## src/rtl/ila_reader_pkg.sv

```systemverilog
// Shared definitions for the ILA capture-buffer readout engine.
// State encoding is fixed so software/debug views of the state register stay stable.
package ila_reader_pkg;

  // Readout FSM states; HEADER is only reachable when ILA_READER_HEADER_EN is defined.
  typedef enum logic [2:0] {
    StIdle    = 3'd0,
    StFetch   = 3'd1,
    StCapture = 3'd2,
    StSend    = 3'd3,
    StHeader  = 3'd4
  } ila_reader_state_e;

  // Cycles from an index change until ila_core presents the matching value.
  localparam int unsigned ReadLatency = 1;

  // Width of the counter that waits out the read latency in FETCH.
  localparam int unsigned LatW = (ReadLatency > 1) ? $clog2(ReadLatency) : 1;

endpackage

```

## src/rtl/ila_reader.sv

```systemverilog
// ILA capture-buffer readout engine: on start, walks index from 0 to samples-1 and streams
// each captured value out on a valid/ready byte stream, one beat per FETCH/CAPTURE/SEND pass.
// Optional: define ILA_READER_HEADER_EN to prepend a header beat carrying the sample count.
module ila_reader
  import ila_reader_pkg::*;
#(
  parameter int unsigned DATA_W   = 8,
  parameter int unsigned BUFFER_W = 8
) (
  input  logic                clk,
  input  logic                rst,
  input  logic                start,
  input  logic                abort,
  output logic                busy,
  output logic                done,
  input  logic [BUFFER_W-1:0] samples,
  output logic [BUFFER_W-1:0] index,
  input  logic [DATA_W-1:0]   value,
  output logic [DATA_W-1:0]   out_data,
  output logic                out_valid,
  output logic                out_last,
  input  logic                out_ready
);

  ila_reader_state_e   state_q;
  logic [BUFFER_W-1:0] index_q;
  logic [BUFFER_W-1:0] count_q;
  logic [DATA_W-1:0]   data_q;
  logic                valid_q;
  logic                last_q;
  logic                done_q;
  logic [LatW-1:0]     lat_q;

  logic                is_last_idx;
  logic                fetch_ready;

  // Final index of the latched dump; count_q is never zero outside IDLE/HEADER.
  assign is_last_idx = (index_q == (count_q - BUFFER_W'(1)));
  // ila_core has presented value for index_q once the read latency has elapsed.
  assign fetch_ready = (lat_q == LatW'(ReadLatency - 1));

  // Readout FSM with all stream/handshake outputs registered.
  always_ff @(posedge clk) begin
    if (rst) begin
      state_q <= StIdle;
      index_q <= '0;
      count_q <= '0;
      data_q  <= '0;
      valid_q <= 1'b0;
      last_q  <= 1'b0;
      done_q  <= 1'b0;
      lat_q   <= '0;
    end else begin
      done_q <= 1'b0;
      if ((state_q != StIdle) && abort) begin
        // Abort wins over a simultaneous handshake: that beat is treated as undelivered.
        valid_q <= 1'b0;
        last_q  <= 1'b0;
        done_q  <= 1'b1;
        lat_q   <= '0;
        state_q <= StIdle;
      end else begin
        unique case (state_q)
          StIdle: begin
            if (start) begin
              count_q <= samples;
              index_q <= '0;
              lat_q   <= '0;
`ifdef ILA_READER_HEADER_EN
              // Header carries the latched count, resized to the stream word.
              data_q  <= DATA_W'(samples);
              valid_q <= 1'b1;
              last_q  <= (samples == '0);
              state_q <= StHeader;
`else
              if (samples != '0) begin
                state_q <= StFetch;
              end else begin
                done_q <= 1'b1;
              end
`endif
            end
          end

`ifdef ILA_READER_HEADER_EN
          StHeader: begin
            if (out_ready) begin
              valid_q <= 1'b0;
              if (last_q) begin
                last_q  <= 1'b0;
                done_q  <= 1'b1;
                state_q <= StIdle;
              end else begin
                index_q <= '0;
                lat_q   <= '0;
                state_q <= StFetch;
              end
            end
          end
`endif

          StFetch: begin
            if (fetch_ready) begin
              lat_q   <= '0;
              state_q <= StCapture;
            end else begin
              lat_q <= lat_q + LatW'(1);
            end
          end

          StCapture: begin
            data_q  <= value;
            valid_q <= 1'b1;
            last_q  <= is_last_idx;
            state_q <= StSend;
          end

          StSend: begin
            // Beat is held untouched until the sink accepts it.
            if (out_ready) begin
              valid_q <= 1'b0;
              if (last_q) begin
                last_q  <= 1'b0;
                done_q  <= 1'b1;
                state_q <= StIdle;
              end else begin
                index_q <= index_q + BUFFER_W'(1);
                lat_q   <= '0;
                state_q <= StFetch;
              end
            end
          end

          default: begin
            valid_q <= 1'b0;
            last_q  <= 1'b0;
            state_q <= StIdle;
          end
        endcase
      end
    end
  end

  assign busy      = (state_q != StIdle);
  assign done      = done_q;
  assign index     = index_q;
  assign out_data  = data_q;
  assign out_valid = valid_q;
  assign out_last  = last_q;

`ifndef SYNTHESIS
  // A stalled beat must stay put unless the dump is aborted.
  a_stall_stable : assert property (@(posedge clk) disable iff (rst)
    (out_valid && !out_ready && !abort) |=> (out_valid && $stable(out_data) && $stable(out_last)));

  // out_last only ever qualifies a valid beat.
  a_last_valid : assert property (@(posedge clk) disable iff (rst)
    out_last |-> out_valid);

  // Reads never run past the latched count.
  a_index_range : assert property (@(posedge clk) disable iff (rst)
    (state_q inside {StFetch, StCapture, StSend}) |-> (index_q < count_q));
`endif

endmodule

```

## config.mk

```make
export PLATFORM = sky130hd
export DESIGN_NAME = ila_reader
export DESIGN_NICKNAME = d
export VERILOG_FILES = /design/src/rtl/ila_reader_pkg.sv /design/src/rtl/ila_reader.sv
export SDC_FILE = /design/constraint.sdc
export NUM_CORES = 1
export LEC_CHECK = 0
export ABC_AREA = 0
export CORE_AREA = 2 2 44 87
export CTS_BUF_LIST = sky130_fd_sc_hd__clkbuf_4
export DETAILED_ROUTE_END_ITERATION = 7
export DIE_AREA = 0 0 46 89
export GPL_TIMING_DRIVEN = 0
export PLACE_DENSITY = 0.83
export SYNTH_ARGS = -nofsm -noshare
export SYNTH_HDL_FRONTEND = slang
export SYNTH_SLANG_ARGS = --single-unit
```

## constraint.sdc

```tcl
create_clock -name clk -period 2 [get_ports clk]
set_input_delay 0.2 -clock clk [delete_from_list [all_inputs] [get_ports clk]]
set_output_delay 0.2 -clock clk [all_outputs]
set_load 0.005 [all_outputs]
```

==> impl_metrics.tcl, run 1 <==
set metrics [dict create \
    status "finished, final reports clean" \
    crit_chain "inv_1 -> ha_4 -> nor2b_2 -> nor4_4 -> nand4_1 -> or3_1 -> a21oi_1" \
    worst_pin_slew_ns 0.539 \
    grt_pass1_wl_mm 6.15 \
    port_buffers 40 \
    syn_area_um2 1490 \
    drcViolationCount 0 \
    gp_congestion 0.871 \
    ys_types 33 \
    wl_per_cell_um 14.0 \
    dieWidth_um 46 \
    initial_core_util_pct 44.0 \
    finalHoldViolCount 0 \
    cts_buffer_depth 2 \
    dpl.hpwl_mm 2.86 \
    place_ws_ns -0.131 \
    avgSynthCellArea_um2 8.22 \
    numCtsBuffers 5 \
    synth-edff-count 0 \
    drt_iter0_drc 22 \
    worstPathRequired_ns 2.25 \
    worstPathArrival_ns 2.18 \
    ioPinCount 41 \
    nets 259 \
    grt_max_degree 11 \
    layout_common_cells "clkdlybuf4s50_1, dfxtp_1, nor2_1" \
    worstSetupPathType "reg -> reg" \
    min_period_ns 1.93 \
    routed_wl_mm 3.70 \
    drive_gt1_share_pct 8.19 \
    syn_inst 181 \
    syn-num-nets 208 \
    finalCritPeriodShare_pct 96.4 \
    final_area_um2 2020 \
    final_common_cell "clkdlybuf4s50_1" \
    die_area_um2 4090 \
    num_rows 30 \
    overflow 0 \
    first_global_vias 1436 \
    antenna_found_initial 0 \
    cts_hold_buf 0 \
    area_delta_synth_final_pct 36.0 \
    max-vdd-ir-drop_uv 507 \
    startpoint_type "flip-flop" \
    placed_area_um2 1930 \
    cts_root_buf "clkbuf_4" \
    skew_ns 0.00618 \
    ys_seq_elements 29 \
    h-tree-depth 2 \
    final_max_slew_viol_count 0 \
    setup_violations 0 \
    critPathTopFamily "simple AND/OR/NAND/NOR gates" \
    crit_slowest_cell "or3_1" \
    critPathMaxFanout 6 \
    ant_nets 0 \
    die_h_um 89 \
    fin_hold_ws_ns 0.461 \
    ys_warn_count 0 \
    ys_seq_area_share_pct 39.0 \
    cp-end-kind "flip-flop" \
    slowest_delay_ns 0.40 \
    cts_tree "yes" \
    synthArstFlopShare_pct 0 \
    core_region_area_um2 3380 \
    fin_tns_setup_ns 0 \
    power_density_nw_per_um2 1070 \
    slew_headroom_pct 63.8 \
    max_freq_mhz 518 \
    rsz0062_at_grt "no" \
    routed_via_density 5.55 \
    cts.sink_count 29 \
    cts.clk_slew.worst_paths_ns 0.09 \
    ys_dominant_reg_cell "dfxtp_1" \
    p_leak_nw 0.806 \
    path_buf_inv 1 \
    fin_ws_ns 0.0713 \
    cap_violations 0 \
    n_antenna_cell 0 \
    routed-via-count 1464 \
    clkLatencyLatePin_ns 0.32 \
    firstDrtPassIters 4 \
    hold_class "in -> reg" \
    grt_use_total_pct 20.7 \
]
## final cells by class
class                   instances  area [µm²]
flip-flops and latches         29         583
well taps                      32        40.0
inverters                       7        26.3
clock inverters                 1        3.75
plain buffers                   6        25.0
fillers                       297        1360
clock buffers                   6        45.0
repair buffers                 44         430
multi-input cells             139         870
## flip-flops by register name, indices dropped and copies added (netlist names)
| register | count |
|---|---|
| count_q | 8 |
| out_data | 8 |
| state_q | 2 |
| done | 1 |
| out_last | 1 |
| out_valid | 1 |
| index | 8 |
## tightest hold or removal path, cell delays in order
cell,delay [ns]
clkdlybuf4s50_1,0.41
nand3_1,0.08
a21oi_1,0.05
## synthesized netlist by cell type (all sizes together), types with 2 or more instances
master / count / area share, %
dfxtp: 29 / 39
nor2: 23 / 5.8
nand2: 16 / 4.0
nand3: 16 / 5.7
a21oi: 15 / 5.0
mux2i: 9 / 6.1
inv: 7 / 1.8
o21ai: 7 / 2.4
xnor2: 7 / 4.1
ha: 6 / 5.0
nand4: 6 / 2.5
xor2: 6 / 3.5
clkbuf: 4 / 1.0
nor2b: 4 / 1.9
or3: 4 / 1.7
and3: 3 / 1.3
nor3: 3 / 1.0
nor4: 3 / 2.3
buf: 2 / 0.59
nand2b: 2 / 0.84
## kinds of logic after synthesis
kind of cell	share of synthesized area (%)
AO/OA/AOI/OAI	10.5
flip-flops	39.0
adder cells (fa/ha/maj)	5.05
buffers and inverters	3.36
AND/OR/NAND/NOR	28.3
XOR/XNOR	7.65
multiplexers	6.06
## path summary, 6_finish.rpt
check        startpoint         end  slack (ns)  cells past startpoint
max          state_q[0]    index[6]        0.07                      7
min          samples[5]  count_q[5]        0.46                      3
max reg2reg  state_q[0]    index[6]        0.07                      7
min reg2reg  count_q[7]  count_q[7]        0.49                      2
## through the flow
stage | std cells | power, mW | utilization (%)
6_report | 264 | 2.17 | 59.9
5_1_grt | 264 | 2.33 | 59.9
4_1_cts | 264 | 2.17 | 59.9
3_5_place_dp | 253 | 1.68 | 57.1
3_3_place_gp | 253 | 1.66 | 57.1
2_1_floorplan | 181 | 1.39 | -
## where the power goes
part	switching (mW)	internal, mW	total, mW
combinational	0.541	0.555	1.10
clock	0.189	0.141	0.330
sequential	0.0791	0.669	0.748
total	0.809	1.36	2.17
## repair_timing
item	CTS	global route
cloned	0	0
pin swaps	3	1
resized for setup	5	1
buffers inserted	4	0
hold endpoints to repair	0	0
endpoints found under the setup margin	4	8
## metal layers
| metal | track usage (%) | part of all wire (%) | vias up |
|---|---|---|---|
| li1 | - | - | 723 |
| met1 | 18.3 | 35 | 690 |
| met2 | 39.9 | 58 | 42 |
| met3 | 4.04 | 3.2 | 9 |
| met4 | 11.2 | 3.3 | 0 |
| met5 | 0 | 0 | - |
(Power assumes the default switching activity.)
==> run 2, diff against run 1 <==
- GPL_ROUTABILITY_DRIVEN: not set -> 0
==> results of run 2 <==
The final DEF is identical to that of run 1; final timing and power are the same.
